==> src/rtl/fec_ctrl.sv <==
// rtl/fec_ctrl.sv - burst controller sequencing RS data, RS parity and CC zero-tail phases
//
// Purpose: accepts a burst request with a rate profile, forwards D source bits to the
// RS encoder, requests P RS parity bits, flushes the CC encoder with 6 zero tail bits
// and pulses done. Invalid profiles are rejected with a one-cycle err pulse.
//
// Ports:
//   clk         in   clock, rising edge
//   reset       in   asynchronous active-low reset
//   start       in   burst request, only honoured in IDLE
//   rate_id     in   [3:0] burst profile, sampled with start (0..3 valid)
//   in_valid    in   source bit valid
//   in_bits     in   source data bit
//   in_ready    out  source bit accepted this cycle (DATA phase)
//   rs_valid    out  data bit to RS encoder valid
//   rs_bit      out  data bit to RS encoder
//   rs_sob      out  first bit of the RS block
//   rs_par_req  out  RS parity shift request
//   cc_flush    out  CC zero-tail shift request
//   busy        out  controller not idle
//   done        out  one-cycle burst-complete pulse
//   err         out  one-cycle rejected-start pulse
module fec_ctrl #(
    parameter int DW = 9
) (
    input  logic       clk,
    input  logic       reset,
    input  logic       start,
    input  logic [3:0] rate_id,
    input  logic       in_valid,
    input  logic       in_bits,
    output logic       in_ready,
    output logic       rs_valid,
    output logic       rs_bit,
    output logic       rs_sob,
    output logic       rs_par_req,
    output logic       cc_flush,
    output logic       busy,
    output logic       done,
    output logic       err
);

    typedef enum logic [2:0] {
        S_IDLE   = 3'd0,
        S_DATA   = 3'd1,
        S_PARITY = 3'd2,
        S_TAIL   = 3'd3,
        S_DONE   = 3'd4
    } state_e;

    // Zero-tail length for a constraint-length-7 convolutional code.
    localparam logic [DW-1:0] TAIL_LEN = DW'(6);
    localparam logic [DW-1:0] ONE      = DW'(1);

    state_e        state_q, state_d;
    logic [DW-1:0] cnt_q, cnt_d;
    logic [DW-1:0] d_q, d_d;
    logic [DW-1:0] p_q, p_d;
    logic          err_q, err_d;

    logic          rate_ok;
    logic [DW-1:0] rate_d_bits;
    logic [DW-1:0] rate_p_bits;

    // Profile table: data and parity bit counts per rate_id.
    always_comb begin
        rate_ok     = (rate_id[3:2] == 2'b00);
        rate_d_bits = '0;
        rate_p_bits = '0;
        case (rate_id[1:0])
            2'd0: begin rate_d_bits = DW'(96);  rate_p_bits = DW'(0);   end
            2'd1: begin rate_d_bits = DW'(192); rate_p_bits = DW'(32);  end
            2'd2: begin rate_d_bits = DW'(288); rate_p_bits = DW'(64);  end
            default: begin rate_d_bits = DW'(384); rate_p_bits = DW'(128); end
        endcase
    end

    always_ff @(posedge clk or negedge reset) begin
        if (!reset) begin
            state_q <= S_IDLE;
            cnt_q   <= '0;
            d_q     <= '0;
            p_q     <= '0;
            err_q   <= 1'b0;
        end else begin
            state_q <= state_d;
            cnt_q   <= cnt_d;
            d_q     <= d_d;
            p_q     <= p_d;
            err_q   <= err_d;
        end
    end

    // One counter is reused by every phase; it is cleared on each phase exit so the
    // next phase always counts from zero.
    always_comb begin
        state_d = state_q;
        cnt_d   = cnt_q;
        d_d     = d_q;
        p_d     = p_q;
        err_d   = 1'b0;
        case (state_q)
            S_IDLE: begin
                if (start) begin
                    if (rate_ok) begin
                        d_d     = rate_d_bits;
                        p_d     = rate_p_bits;
                        cnt_d   = '0;
                        state_d = S_DATA;
                    end else begin
                        err_d = 1'b1;
                    end
                end
            end
            S_DATA: begin
                if (in_valid) begin
                    if (cnt_q == d_q - ONE) begin
                        cnt_d   = '0;
                        state_d = (p_q != '0) ? S_PARITY : S_TAIL;
                    end else begin
                        cnt_d = cnt_q + ONE;
                    end
                end
            end
            S_PARITY: begin
                if (cnt_q == p_q - ONE) begin
                    cnt_d   = '0;
                    state_d = S_TAIL;
                end else begin
                    cnt_d = cnt_q + ONE;
                end
            end
            S_TAIL: begin
                if (cnt_q == TAIL_LEN - ONE) begin
                    cnt_d   = '0;
                    state_d = S_DONE;
                end else begin
                    cnt_d = cnt_q + ONE;
                end
            end
            S_DONE: begin
                state_d = S_IDLE;
            end
            default: begin
                state_d = S_IDLE;
                cnt_d   = '0;
            end
        endcase
    end

    // Data path is a zero-latency pass-through while in DATA.
    always_comb begin
        in_ready   = 1'b0;
        rs_valid   = 1'b0;
        rs_bit     = 1'b0;
        rs_sob     = 1'b0;
        rs_par_req = 1'b0;
        cc_flush   = 1'b0;
        done       = 1'b0;
        busy       = (state_q != S_IDLE);
        err        = err_q;
        case (state_q)
            S_DATA: begin
                in_ready = 1'b1;
                rs_valid = in_valid;
                rs_bit   = in_valid & in_bits;
                rs_sob   = in_valid && (cnt_q == '0);
            end
            S_PARITY: rs_par_req = 1'b1;
            S_TAIL:   cc_flush   = 1'b1;
            S_DONE:   done       = 1'b1;
            default: ;
        endcase
    end

endmodule

==> config.mk <==
export PLATFORM = sky130hd
export DESIGN_NAME = fec_ctrl
export DESIGN_NICKNAME = d
export VERILOG_FILES = /design/src/rtl/fec_ctrl.sv
export SDC_FILE = /design/constraint.sdc
export NUM_CORES = 1
export LEC_CHECK = 0
export BUFFER_PORTS_ARGS = -buffer_cell sky130_fd_sc_hd__buf_2
export CAP_MARGIN = 30
export CELL_PAD_IN_SITES_DETAIL_PLACEMENT = 1
export CELL_PAD_IN_SITES_GLOBAL_PLACEMENT = 1
export CORE_UTILIZATION = 46
export DETAILED_ROUTE_END_ITERATION = 8
export PLACE_DENSITY = 0.92
export SYNTH_ARGS = -nofsm -noshare
export SYNTH_HDL_FRONTEND = slang
export SYNTH_SLANG_ARGS = --single-unit
==> constraint.sdc <==
create_clock -name clk -period 3.1 [get_ports clk]
set_input_delay 0.155 -clock clk [delete_from_list [all_inputs] [get_ports clk]]
set_output_delay 0.155 -clock clk [all_outputs]
set_load 0.05 [all_outputs]
==> impl_results.md, run 1 <==
* Setup Viol. Count Final at 0
* Routability Congestion at roughly 0.8
* Core ar. at between 2000 and 3000 um2
* Site Rows at 19
* Yosys warnings at 0
* Register area at 500 um2
* Nature of the critical path startpoint: register
* Initial Utilization at about 49%
* Cell Area, Synth at roughly 1400 um2
* WP data arrival at between 2000 and 3000 ps
* Static Leak at between 0.7 and 0.8 nW
* Most common cell in the netlist: dfrtp_1
* Sequential-to-total area share from yosys stat at between 30% and 40%
* Worst Tran Pin Value at between 700 and 800 ps
* Clk buf depth at 2
* Ant diodes at 0
* RSZ-0062 raised after global routing: no
* Filler Cell Count at around 330
* Clock Skew at 6.78 ps
* GRT overflow at 0
* Syn Nets at around 160
* Outcome: complete, no violations
* Fmax at ~430 MHz
* Total number of vias at around 1.1k
* P_sw at about 0.00087 W
* Leading area contributor after synthesis: dfrtp_1
* Vias in the first global route at 1207
* Flop-to-flop setup slack at just under 800 ps
* Clock slew at reported path FFs at approximately 110 ps
* Post-synth EDFFs at 0
* Clock power frac at slightly above 8%
* Clk Latency, worst-skew pair at 310 ps
* Relative slew slack at 51.0%
* CTS H-tree depth at 1
* Drt wl/cell at between 15 and 20 um
* Setup TNS at 0 ps
* Ratio of cells with drive above 1 in the final layout at around 23%
* Most frequent cells after synthesis: 20 x dfrtp_1, 16 x nand2_1, 12 x inv_1, 8 x a21oi_1, 8 x nand3_1
* Overall power at around 0.0016 W
* CTS buffer count at 3
* CP required at 3300 ps
* Number of max-cap violations at 0
* WL final at roughly 3300 um
* Avg Vias per Cell at 5.94
* Final hold violation count at 0
* Number of library cell types mapped by synthesis at 40
* Gates resized, CTS repair at 0
* Initial antenna violation count at 0
* Final worst slack at ~780 ps
* First-pass GRT wire length at between 5000 and 6000 um
* CP endpoint kind: register
* Top post-synthesis cells by area: dfrtp_1 36%, ha_1 5.5%, nand2_1 4.4%
* FF+latch count, synth at 20
* Area post-placement at 1440 um2
* Met2 GRT Util at roughly 38%
* Met3 Track Usage GR at roughly 2.8%
* Syn Area/Cell at roughly 9.5 um2
* Die X at 56.6 um
* Sw Share at 53.5%
* M1 GR Usage at between 20% and 30%
* Die Area at roughly 3200 um2
* Worst Hold Class: in -> reg
* Initial DRC count at 33
* Area growth, synth to finish at 6.93%
* Period utilisation layout at between 70% and 80%
* Clock tree from TritonCTS: built
* Internal at 0.000754 W
* Asr flop ratio synth at between 90% and 100%
* Gate power share at 60.1%
* Total global-route track usage at between 20% and 30%
* Fin area at ~1500 um2
* Kind of critical path: reg -> reg
* Final worst path period need at roughly 2300 ps
* Chip Height at between 50 and 60 um
* Post-route antenna net violation count at 0
* Slew Viols, Final at 0
* CTS Sinks at 20
* Ports at 18
* Hold Slack at a little over 100 ps
* Yosys top cell area share at a little over a third
* Grt peak-use layer: met2
* Cells after synthesis at 144
* Most common flop cell mapped by yosys: dfrtp_1
* Drt first pass iters at 4
* DRC viols at 0
* Seq pwr share at a little under a third
* Place WS at ~800 ps
* Port Buffers at 17
* Peak VDD IR at around 0.73 mV
* CP max FO at 7
* PD cells at 1100 nW/um2
* Root Buffer: clkbuf_4
* Multi-input logic area at between 700 and 800 um2
* Largest net degree at the start of global routing at 21
* Hpwl dp at around 2500 um
* Final-stage net count at around 180
cell families (layout without fill, tap and decap cells):
family | after synthesis | after routing | share of synthesized area, %
XOR/XNOR | 10 | 10 | 6.38
multiplexers | 2 | 2 | 1.55
adder cells (fa/ha/maj) | 6 | 6 | 5.47
flip-flops | 20 | 20 | 36.5
AO/OA/AOI/OAI | 32 | 32 | 17.7
AND/OR/NAND/NOR | 57 | 57 | 24.7
buffers and inverters | 17 | 33 | 7.75
final timing paths:
path | startpoint | to | cells after the start
worst max-delay path | p_q[5]$_DFFE_PN0P_ | state_q[0]$_DFFE_PN0P_ | 9
worst min-delay path | start | err$_DFF_PN0_ | 3
worst max register to register | p_q[5]$_DFFE_PN0P_ | state_q[0]$_DFFE_PN0P_ | 9
worst min register to register | d_q[8]$_DFFE_PN0P_ | d_q[8]$_DFFE_PN0P_ | 2
max in group asynchronous | reset | p_q[6]$_DFFE_PN0P_ | 2
min in group asynchronous | reset | cnt_q[1]$_DFFE_PN0P_ | 2
layer usage:
metal  up-vias  share of wire [%]
li1        539                  -
met1       555                 43
met2        27                 51
met3        14                2.7
met4         0                4.1
met5         -                  0
critical path, cell delays in order, from the launching register on:
cell,delay [ps]
dfrtp_1,410
inv_1,70
ha_1,200
ha_1,290
xor2_1,160
nand4_1,140
o21ai_2,300
nand3_4,170
nor2_2,140
mux2_1,330
area by class of cell:
cell class,instances,area share [%]
flip-flops and latches,20,34.1
repair buffers,18,6.48
inverters,12,3.07
clock buffers,3,1.53
well taps,31,2.64
multi-input cells,107,52.2
repair_timing:
item / 4_1_cts / 5_1_grt
hold endpoints to repair: 20 / 0
buffers inserted: 0 / 0
hold buffers: 1 / 0
power groups by stage:
stage          combinational [W]  sequential (W)  clock [W]
3_3_place_gp            0.000920        0.000509          0
3_5_place_dp            0.000959        0.000520          0
4_1_cts                 0.000976        0.000515   0.000133
2_1_floorplan           0.000858        0.000442          0
6_report                0.000974        0.000516   0.000132
5_1_grt                  0.00107        0.000533   0.000142
metrics by stage:
stage / std cells / util (%)
final: 191 / 52.8
after global routing: 191 / 52.8
after CTS: 191 / 52.8
after detailed placement: 187 / 51.6
after global placement: 187 / 51.6
after floorplan: 144 / -
registers in the layout (all words and copies together) (netlist names):
register	count
cnt_q	9
d_q	4
err	1
p_q	3
state_q	3
placed cells by master (no fill, tap or decap), types with 3 or more instances in the layout:
master	synthesis	layout
o21ai_2	3	3
inv_1	12	12
buf_2	0	17
nand3_1	8	8
a31oi_1	5	5
clkbuf_4	0	3
xor2_1	6	6
nor3_1	4	4
o21ai_0	6	6
nand2_1	16	16
xnor2_1	4	4
nor2_1	6	6
nand3b_1	3	3
a21oi_1	8	8
and3_1	3	3
ha_1	6	6
dfrtp_1	20	20
Note: power is estimated with default switching activity, not from simulation.
==> inputs of run 2 (changes only) <==
- CORE_UTILIZATION: 46 -> 39
- PLACE_DENSITY: 0.92 -> 0.84
- clock period: 3.1 -> 1.88 ns (I/O delays scaled with it)
==> run 2 against run 1 <==
  * The flow now finishes with violations (negative setup slack)
  * First-iteration DRC count rose to 2.8 times the previous value
  * Global-route usage rose by 4.7 points
  * Setup slack got worse by 1100 ps
  * Fmax is 5.8% higher
  * Critical path depth up 1
  * Die area grew 17%
  * Largest power group unchanged
  * Sequential power up 57%
  * Non-clock buffer count is 38 higher
  * Clock skew shrank 1.5 ps
  * Wire length is 74% higher
==> impl_results.md, run 2 (synthesized netlist as in run 1, its figures left out) <==
* FF-to-FF Start: p_q[6]$_DFFE_PN0P_
* Root Buffer: clkbuf_4
* CP required at between 2000 and 2500 ps
* Clk Latency, worst-skew pair at 310 ps
* WHS Endpoint: d_q[8]$_DFFE_PN0P_
* WL final at a little under 6000 um
* WP data arrival at 2430 ps
* Most frequent cells in the layout: 32 x buf_4, 18 x dfrtp_1, 16 x buf_2
* Final-stage net count at roughly 220
* Core ar. at 3360 um2
* Site Rows at 21
* Period utilisation layout at 117%
* Worst reg2reg path depth at 10
* PD cells at about 2100 nW/um2
* Port Buffers at 17
* Clock slew at reported path FFs at 130 ps
* First-pass GRT wire length at slightly above 7000 um
* Clk buf depth at 2
* Area growth, synth to finish at 42.8%
* GRT overflow at 0
* CP endpoint kind: register
* Relative slew slack at 66.7%
* Initial DRC count at 94
* Avg Vias per Cell at slightly below 6
* Post-route antenna net violation count at 0
* Nature of the critical path startpoint: register
* Failing checks: negative setup slack
* Fin area at about 2000 um2
* Top flop regs: cnt_q: 9 flops, d_q: 4 flops
* Slew Viols, Final at 0
* Multi-input logic area at 900 um2
* Hold Path Origin: rate_id[1]
* Register area at between 500 and 600 um2
* Ports at 18
* Clock Skew at roughly 5.3 ps
* Final worst slack at -315 ps
* Ant diodes at 0
* Peak VDD IR at roughly 0.56 mV
* CTS Sinks at 20
* Ratio of cells with drive above 1 in the final layout at 50.3%
* Initial Utilization at between 40% and 50%
* Place WS at -332 ps
* Leading cell type in the layout, fill and taps excluded: buf_4
* Max reg flops at 9
* Fmax at around 460 MHz
* Worst Tran Pin Value at between 400 and 500 ps
* Worst Hold Class: in -> reg
* CTS H-tree depth at 1
* Die Area at roughly 3800 um2
* Kind of critical path: reg -> reg
* Total number of vias at approximately 1.4k
* Number of max-cap violations at 0
* Routability Congestion at 0.850
* Reg2reg end: cnt_q[8]$_DFFE_PN0P_
* Final worst path period need at between 2000 and 2500 ps
* Chip Height at ~61 um
* Filler Cell Count at between 300 and 400
* Outcome: finished with violations
* Total global-route track usage at 27.6%
* CTS buffer count at 3
* Vias in the first global route at around 1.4k
* RSZ-0062 raised after global routing: yes
* Largest net degree at the start of global routing at 21
* Static Leak at around 0.9 nW
* Hold Path Cell Cnt at 3
* Drt wl/cell at around 24 um
* Die X at between 60 and 70 um
* Hpwl dp at around 3100 um
* CP max FO at 6
* DRC viols at 0
* Final hold violation count at 0
* Clock tree from TritonCTS: built
* Largest reg by FF count: cnt_q
* Initial antenna violation count at 0
* Drt first pass iters at 4
* Area post-placement at 1700 um2
* Setup Viol. Count Final at 11
* Flop-to-flop setup slack at -310 ps
[run 2: cell types whose count changed in the layout (fill, tap and decap cells not counted), sizes merged]
cell / change
clkbuf: +1
buf: +38
[run 2: metal layers]
metal  global-route usage, %  share of wire [%]  vias to the layer above
met5                       0                  0                        -
met4                    17.2                5.1                        0
li1                        -                  -                      620
met2                    51.4                 52                       81
met1                    28.7                 38                      696
met3                    4.20                4.7                       23
[run 2: per-stage QoR]
stage / instances / hold slack [ps] / setup TNS, ps / total power, W / util [%]
floorplan: 144 / -202 / -508 / 0.00226 / -
global placement: 229 / 67.7 / -358 / 0.00281 / 50.5
detailed placement: 229 / 87.3 / -2260 / 0.00298 / 50.5
CTS: 241 / 19.6 / -1410 / 0.00357 / 55.6
global route: 245 / 57.1 / -3300 / 0.00420 / 58.3
finish: 245 / 41.1 / -2610 / 0.00403 / 58.3
[run 2: worst max path at each step]
stage,from,to,slack [ps]
floorplan,p_q[5]$_DFFE_PN0P_,state_q[0]$_DFFE_PN0P_,-150
global placement,p_q[6]$_DFFE_PN0P_,state_q[0]$_DFFE_PN0P_,-120
detailed placement,p_q[6]$_DFFE_PN0P_,state_q[0]$_DFFE_PN0P_,-330
CTS,p_q[5]$_DFFE_PN0P_,state_q[0]$_DFFE_PN0P_,-190
global route,p_q[6]$_DFFE_PN0P_,cnt_q[8]$_DFFE_PN0P_,-370
finish,p_q[6]$_DFFE_PN0P_,cnt_q[8]$_DFFE_PN0P_,-310
[run 2: layout make-up]
| class | count | area share (%) |
|---|---|---|
| multi-input combinational | 107 | 45.9 |
| sequential | 20 | 25.7 |
| timing repair buffer | 56 | 21.3 |
| tap | 46 | 2.94 |
| inverter | 12 | 2.30 |
| clock buffer | 4 | 1.85 |
[run 2: where the power goes]
| part | internal (W) | leakage (nW) | switching (W) |
|---|---|---|---|
| combinational | 0.00128 | 0.651 | 0.00167 |
| clock | 0.000118 | 0.0210 | 0.000151 |
| sequential | 0.000599 | 0.248 | 0.000211 |
| total | 0.00200 | 0.920 | 0.00203 |
[run 2: critical path, stage by stage, from the launching register on]
cell and delay [ps]:
dfrtp_1 430, inv_2 90, ha_4 140, ha_4 200
xor2_2 160, nand4_1 170, o21ai_4 120, buf_6 140
a32oi_4 360, a41oi_2 170, a31oi_1 150
[run 2: what timing repair did]
action / CTS / global route
hold buffers: 1 / 0
setup endpoints to repair: 12 / 13
buffers inserted: 8 / 5
hold endpoints to repair: 20 / 0
resized for setup: 20 / 11
gates cloned: 0 / 0
pin swaps: 10 / 11
